**config.mk**
```make
export PLATFORM = sky130hd
export DESIGN_NAME = dmem_write_tracer
export DESIGN_NICKNAME = d
export VERILOG_FILES = /design/src/rtl/trace_pkg.sv /design/src/rtl/trace_fifo.sv /design/src/rtl/dmem_write_tracer.sv
export SDC_FILE = /design/constraint.sdc
export NUM_CORES = 2
export LEC_CHECK = 0
export ABC_CLOCK_PERIOD_IN_PS = 11600
export CORE_MARGIN = 1.5
export CORE_UTILIZATION = 55
export CTS_CLUSTER_SIZE = 8
export DETAILED_ROUTE_END_ITERATION = 8
export PLACE_DENSITY = 0.78
export SLEW_MARGIN = 20
export SYNTH_ARGS = -nofsm -noshare
export SYNTH_HDL_FRONTEND = slang
export SYNTH_HIERARCHICAL = 1
export SYNTH_SLANG_ARGS = --single-unit
```
**constraint.sdc**
```tcl
create_clock -name clk -period 11.6 [get_ports clk]
set_input_delay 2.32 -clock clk [delete_from_list [all_inputs] [get_ports clk]]
set_output_delay 2.32 -clock clk [all_outputs]
set_load 0.02 [all_outputs]
```
**src/rtl/trace_pkg.sv**
```systemverilog
// Shared definitions for the data-memory write tracer: timer and signature
// widths, record width helper, index-width helpers and the signature step.
package trace_pkg;

  localparam int TIMER_W = 32;
  localparam int SIG_W   = 32;

  // Ceiling log2; returns 0 for v <= 1.
  function automatic int clog2(input int v);
    int r;
    r = 0;
    while ((1 << r) < v) r++;
    return r;
  endfunction

  // Width of an index selecting one of n items, never below one bit.
  function automatic int idx_w(input int n);
    return (n > 1) ? clog2(n) : 1;
  endfunction

  // Packed record: {win, off, data, strb, time}.
  function automatic int rec_w(input int win_w, input int off_w, input int data_w);
    return win_w + off_w + data_w + data_w / 8 + TIMER_W;
  endfunction

  // Rotate-left-by-one then fold in the store data and word offset.
  function automatic logic [SIG_W-1:0] sig_step(input logic [SIG_W-1:0] s,
                                                input logic [SIG_W-1:0] d,
                                                input logic [SIG_W-1:0] o);
    return {s[SIG_W-2:0], s[SIG_W-1]} ^ d ^ o;
  endfunction

endpackage

```
**src/rtl/trace_fifo.sv**
```systemverilog
// Generic synchronous first-word-fall-through FIFO. A push into a full FIFO
// is accepted only when a pop happens at the same edge. The output word is
// forced to zero while empty so an idle port shows a clean payload.
module trace_fifo
  import trace_pkg::*;
#(
  parameter int WIDTH = 8,
  parameter int DEPTH = 16
) (
  input  logic             clk,
  input  logic             rst,
  input  logic             clr,
  input  logic             push,
  input  logic [WIDTH-1:0] din,
  output logic             full,
  input  logic             pop,
  output logic             empty,
  output logic [WIDTH-1:0] dout
);

  localparam int AW = clog2(DEPTH);

  logic [WIDTH-1:0] mem [DEPTH];
  logic [AW-1:0]    wr_ptr;
  logic [AW-1:0]    rd_ptr;
  logic [AW:0]      count;
  logic [AW:0]      count_next;
  logic             push_en;
  logic             pop_en;

  assign empty   = (count == '0);
  assign pop_en  = pop & ~empty;
  assign push_en = push & (~full | pop_en);
  assign dout    = empty ? '0 : mem[rd_ptr];

  // Occupancy after this edge, used to register the full flag.
  always_comb begin
    count_next = count;
    if (push_en && !pop_en) count_next = count + (AW+1)'(1);
    if (!push_en && pop_en) count_next = count - (AW+1)'(1);
  end

  // Pointers, occupancy and full flag.
  always_ff @(posedge clk) begin
    if (rst || clr) begin
      wr_ptr <= '0;
      rd_ptr <= '0;
      count  <= '0;
      full   <= 1'b0;
    end else begin
      if (push_en) wr_ptr <= wr_ptr + AW'(1);
      if (pop_en)  rd_ptr <= rd_ptr + AW'(1);
      count <= count_next;
      full  <= (count_next == (AW+1)'(DEPTH));
    end
  end

  // Storage array; contents need no reset since empty masks the output.
  always_ff @(posedge clk) begin
    if (push_en) mem[wr_ptr] <= din;
  end

endmodule

```
**src/rtl/dmem_write_tracer.sv**
```systemverilog
// Snoops the data-memory store port, matches stores against NUM_WIN word
// windows (lowest index wins), queues timestamped records in a FWFT FIFO and
// keeps saturating per-window hit counters and a drop counter.
// Optional feature macro: TRACE_SIG_EN adds per-window write signatures.
module dmem_write_tracer
  import trace_pkg::*;
#(
  parameter int ADDR_WIDTH = 32,
  parameter int DATA_WIDTH = 32,
  parameter int NUM_WIN    = 2,
  parameter int FIFO_DEPTH = 16,
  parameter int CNT_WIDTH  = 16
) (
  input  logic                             clk,
  input  logic                             rst,
  input  logic                             clr,
  input  logic [NUM_WIN*(ADDR_WIDTH-2)-1:0] win_base,
  input  logic [NUM_WIN*(ADDR_WIDTH-2)-1:0] win_words,
  input  logic                             mem_we,
  input  logic [ADDR_WIDTH-1:0]            mem_addr,
  input  logic [DATA_WIDTH-1:0]            mem_wdata,
  input  logic [DATA_WIDTH/8-1:0]          mem_wstrb,
  output logic                             trc_valid,
  input  logic                             trc_ready,
  output logic [idx_w(NUM_WIN)-1:0]        trc_win,
  output logic [ADDR_WIDTH-3:0]            trc_off,
  output logic [DATA_WIDTH-1:0]            trc_data,
  output logic [DATA_WIDTH/8-1:0]          trc_strb,
  output logic [TIMER_W-1:0]               trc_time,
  output logic [NUM_WIN*CNT_WIDTH-1:0]     hit_cnt,
  output logic [CNT_WIDTH-1:0]             drop_cnt
`ifdef TRACE_SIG_EN
  ,
  output logic [NUM_WIN*SIG_W-1:0]         sig
`endif
);

  localparam int WA_W   = ADDR_WIDTH - 2;
  localparam int WIN_W  = idx_w(NUM_WIN);
  localparam int STRB_W = DATA_WIDTH / 8;
  localparam int REC_W  = rec_w(WIN_W, WA_W, DATA_WIDTH);

  // Counters stop at all-ones instead of wrapping.
  function automatic logic [CNT_WIDTH-1:0] sat_inc(input logic [CNT_WIDTH-1:0] c);
    return (&c) ? c : c + CNT_WIDTH'(1);
  endfunction

  logic [WA_W-1:0]      wa;
  logic                 unused_addr_lsb;
  logic [WA_W-1:0]      diff [NUM_WIN];
  logic [NUM_WIN-1:0]   in_win;
  logic                 hit;
  logic [WIN_W-1:0]     hit_idx;
  logic [WA_W-1:0]      hit_off;
  logic                 capture;
  logic                 fifo_full;
  logic                 fifo_empty;
  logic                 drop;
  logic [REC_W-1:0]     rec_in;
  logic [REC_W-1:0]     rec_out;
  logic [TIMER_W-1:0]   timer;
  logic [CNT_WIDTH-1:0] hits [NUM_WIN];

  assign wa              = mem_addr[ADDR_WIDTH-1:2];
  assign unused_addr_lsb = ^mem_addr[1:0];

  // Unsigned modular distance handles windows that wrap the address space.
  for (genvar k = 0; k < NUM_WIN; k++) begin : g_win
    assign diff[k]   = wa - win_base[k*WA_W +: WA_W];
    assign in_win[k] = (diff[k] < win_words[k*WA_W +: WA_W]);
    assign hit_cnt[k*CNT_WIDTH +: CNT_WIDTH] = hits[k];
  end

  // Priority select: scanning downward leaves the lowest matching index.
  always_comb begin
    hit     = 1'b0;
    hit_idx = '0;
    hit_off = '0;
    for (int k = NUM_WIN - 1; k >= 0; k--) begin
      if (in_win[k]) begin
        hit     = 1'b1;
        hit_idx = WIN_W'(k);
        hit_off = diff[k];
      end
    end
  end

  assign capture   = mem_we & hit & ~clr;
  assign drop      = capture & fifo_full & ~(trc_valid & trc_ready);
  assign rec_in    = {hit_idx, hit_off, mem_wdata, mem_wstrb, timer};
  assign trc_valid = ~fifo_empty;
  assign {trc_win, trc_off, trc_data, trc_strb, trc_time} = rec_out;

  trace_fifo #(
    .WIDTH (REC_W),
    .DEPTH (FIFO_DEPTH)
  ) u_fifo (
    .clk   (clk),
    .rst   (rst),
    .clr   (clr),
    .push  (capture),
    .din   (rec_in),
    .full  (fifo_full),
    .pop   (trc_ready),
    .empty (fifo_empty),
    .dout  (rec_out)
  );

  // Free-running cycle stamp, restarted by reset and clear.
  always_ff @(posedge clk) begin
    if (rst || clr) timer <= '0;
    else            timer <= timer + TIMER_W'(1);
  end

  // Per-window hit counters count every capture, dropped or not.
  always_ff @(posedge clk) begin
    if (rst || clr) begin
      for (int k = 0; k < NUM_WIN; k++) hits[k] <= '0;
      drop_cnt <= '0;
    end else begin
      for (int k = 0; k < NUM_WIN; k++) begin
        if (capture && hit_idx == WIN_W'(k)) hits[k] <= sat_inc(hits[k]);
      end
      if (drop) drop_cnt <= sat_inc(drop_cnt);
    end
  end

`ifdef TRACE_SIG_EN
  logic [SIG_W-1:0] sig_r [NUM_WIN];
  logic [SIG_W-1:0] data32;
  logic [SIG_W-1:0] off32;

  assign data32 = SIG_W'(mem_wdata);
  assign off32  = SIG_W'(hit_off);

  for (genvar k = 0; k < NUM_WIN; k++) begin : g_sig
    assign sig[k*SIG_W +: SIG_W] = sig_r[k];
  end

  // Signature folds every capture into its window, including dropped ones.
  always_ff @(posedge clk) begin
    if (rst || clr) begin
      for (int k = 0; k < NUM_WIN; k++) sig_r[k] <= '0;
    end else begin
      for (int k = 0; k < NUM_WIN; k++) begin
        if (capture && hit_idx == WIN_W'(k)) sig_r[k] <= sig_step(sig_r[k], data32, off32);
      end
    end
  end
`endif

endmodule

```
==> results.cfg <==
[synth]
postSynthCellCount = 3500
synth_area_per_cell_um2 = 19.9
yosysSeqAreaShare = 0.716
synth_area_leaders = edfxtp_1 70%, mux4_2 16%, ha_1 2.3%, dfxtp_1 1.9%, and2_1 1.1%
synthAdderAreaFrac = 0.0236
ys_ff_latch = 1682
synth_cell_types = 69
synth_flop_cell = edfxtp_1
ys_warn_count = 6
synth-xor-area-share = 0.0156
yosys.area_share.simple = 0.0372
async_flop_share = 0
yosys.area.top_type_share = 0.697
synth_edf_count = 1616
synth-compound-area-share = 0.0267
synth_area_leader_cell = edfxtp_1
synth_fp_nets = 3823
muxShareOfSynthArea = 0.161
synth_top_family_by_area = multiplexers
syn-cell-area_um2 = 69600

[sta]
report.final.hold_viol_count = 0
worst_pin_slew_ns = 1.17
rsz0062_at_grt = false
slew_headroom = 0.221
setup_ws_ns = 2.91
min_period_ns = 8.69
setup_viol = 0
finalClockSkew_ns = 0.0773
fmax_mhz = 115
setup_tns_ns = 0
slew_violations = 0
fin_crit_sh = 0.749

[clock_tree]
worstSkewPairLatency_ns = 0.85
cts_buffer_depth = 3
hold_buffers = 0
cts_root_buf = clkbuf_16
post-cts-setup-buffers = 0
cts-htree-levels = 4
cts_tree = done
path_clk_slew_ns = 0.05
cts_made_buffers = 228
cts_resized = 0
cts.sinks = 1682

[cells_and_area]
drive_above_1_share = 0.206
fill_cells = 8096
layout-area-overhead-vs-synth_pct = 16.7
final_nets = 4294
final_area_um2 = 81300

[die]
rows = 130
die_h_um = 359
io_pins = 341
coreArea_um2 = 126000
fp.dieW_um = 359
die_area_um2 = 129000
start_util = 0.555

[setup_path]
cp_slowest_cell = buf_4
path_cells = clkdlybuf4s50_1 -> inv_1 -> ha_1 -> fa_1 -> nor2b_1 -> o31a_1 -> o211ai_1 -> a31o_2 -> o31ai_1 -> a21o_1 -> a21oi_1 -> xnor2_1 -> ha_1 -> nand4_1 -> nor4_1 -> o21ai_0 -> o211ai_1 -> a41o_1 -> a21oi_1 -> o2111a_1 -> and2_4 -> buf_4
worst-path-max-fanout = 51
critical_path_required_ns = 12.05
critPathBufInv = 3
start_kind = input port
arrival_ns = 9.15
crit_path_end_kind = flip-flop
critPathKind = input port to flip-flop
crit_family = compound AO/OA/AOI/OAI gates
max_stage_delay_ns = 0.95

[grt]
grt_pass1_vias = 38000
antenna_found_initial = 6
grt_pass1_wl_mm = 249
gr-total-overflow = 0
grt_max_degree = 132
grt_usage = 0.263

[route]
post-route-drc-count = 0
routed_wl_mm = 169
drt_iter0_drc = 3891
first_pass_iters = 5
routed_via_density = 6.35
wl_per_cell_um = 29.6
vias = 36300
ant_nets = 0

[placement]
io_buffer_count = 338
dp_hpwl_mm = 85.2
place_congestion = 0.836
pre_cts_ws_ns = 2.17
placed_area_um2 = 74800

[pwr]
ir_drop_v = 0.000181
p_leak_nw = 26.6
p_per_area_nw_per_um2 = 174

[job]
drv_cap = 0

[status]
status = complete, no violations

[min_path]
hold_path_class = flip-flop to flip-flop
==> final cells by class <==
| type | count | area, µm² | share of cell area |
|---|---|---|---|
| Clock buffer | 309 | 6020 | 0.0741 |
| Antenna cell | 4 | 10.0 | 0.000123 |
| Tap cell | 1650 | 2060 | 0.0254 |
| Inverter | 148 | 556 | 0.00683 |
| Timing Repair Buffer | 385 | 3980 | 0.0490 |
| Sequential cell | 1682 | 49900 | 0.613 |
| Multi-Input combinational cell | 1526 | 18400 | 0.227 |
| Clock inverter | 16 | 365 | 0.00449 |
==> synthesized netlist by cell type (all sizes together), types with 9 or more instances <==
cell / count
nand3: 40
ha: 128
nand2: 70
xor2: 63
edfxtp: 1616
nor2: 131
nand4: 28
or3: 13
buf: 70
a22o: 27
and2: 119
and3: 23
clkbuf: 74
a211oi: 9
and4: 9
dfxtp: 66
nor2b: 10
o211ai: 11
a21oi: 79
xnor2: 61
o21a: 15
o21ai: 52
inv: 148
mux4: 495
nor3: 15
nand2b: 15
a21o: 28
==> per-stage QoR <==
step	hold slack [ns]	total power, mW	util	cells
3_3_place_gp	0.475	8.19	0.596	5388
6_report	0.505	14.2	0.647	5720
4_1_cts	0.508	14.2	0.647	5714
2_1_floorplan	0.464	7.75	-	3500
5_1_grt	0.539	14.5	0.647	5716
3_5_place_dp	0.492	8.22	0.596	5389
==> layout by cell type, fill, tap and decap left out, types with 62 or more instances in the layout <==
cell | Yosys | layout
and2_1 | 119 | 103
clkdlybuf4s50_1 | 0 | 338
mux4_2 | 495 | 495
xor2_1 | 63 | 63
inv_1 | 146 | 146
clkbuf_1 | 74 | 80
ha_1 | 128 | 128
edfxtp_1 | 1616 | 1616
nor2_1 | 130 | 130
clkbuf_16 | 0 | 228
nand2_1 | 70 | 70
dfxtp_1 | 66 | 62
a21oi_1 | 79 | 79
==> worst register-to-register path, stage by stage, from the launching register on <==
cell,delay [ns]
dfxtp_1,0.40
inv_1,0.09
ha_1,0.22
or4b_4,0.54
buf_4,0.84
inv_2,0.21
nor2_2,0.38
o2111a_1,0.34
and2_4,0.94
buf_4,0.99
==> path summary, 6_finish.rpt <==
check / slack [ns] / startpoint / endpoint / cells after the start
setup / recovery: 2.91 / mem_addr[2] / u_fifo/mem[15][35] / 22
hold / removal: 0.50 / drop_cnt[6] / drop_cnt[6] / 2
setup reg to reg: 6.18 / u_fifo/count[0] / u_fifo/mem[15][35] / 9
hold reg to reg: 0.50 / drop_cnt[6] / drop_cnt[6] / 2
==> per-layer routing <==
metal / vias up / global-route usage / routed length, µm
met4: 2 / 0.0889 / 5390
met2: 1981 / 0.439 / 85100
met1: 18900 / 0.348 / 63900
li1: 15200 / - / -
met3: 319 / 0.0558 / 14700
met5: - / 0 / 7
==> kinds of logic (layout without fill, tap and decap cells) <==
| group | after synthesis | count (layout) |
|---|---|---|
| XOR/XNOR | 124 | 124 |
| AO/OA/AOI/OAI | 276 | 276 |
| flip-flops | 1682 | 1682 |
| buffers and inverters | 292 | 858 |
| other | 0 | 4 |
| adder cells (fa/ha/maj) | 130 | 130 |
| AND/OR/NAND/NOR | 497 | 497 |
| multiplexers | 499 | 499 |
==> registers in the layout, indices dropped and copies added (netlist names), named ones only <==
name and flops:
u_fifo/wr_ptr 4, u_fifo/count 5, hits 32, timer 32, u_fifo/mem 1584, u_fifo/rd_ptr 4, u_fifo/full 1, drop_cnt 16
==> where the power goes <==
part | total, mW | switching [mW] | internal, mW
Clock | 6.02 | 2.45 | 3.56
Sequential | 6.93 | 0.0263 | 6.90
Combinational | 1.20 | 0.743 | 0.460
Total | 14.2 | 3.22 | 10.9
Note: power is estimated with default switching activity, not from simulation.
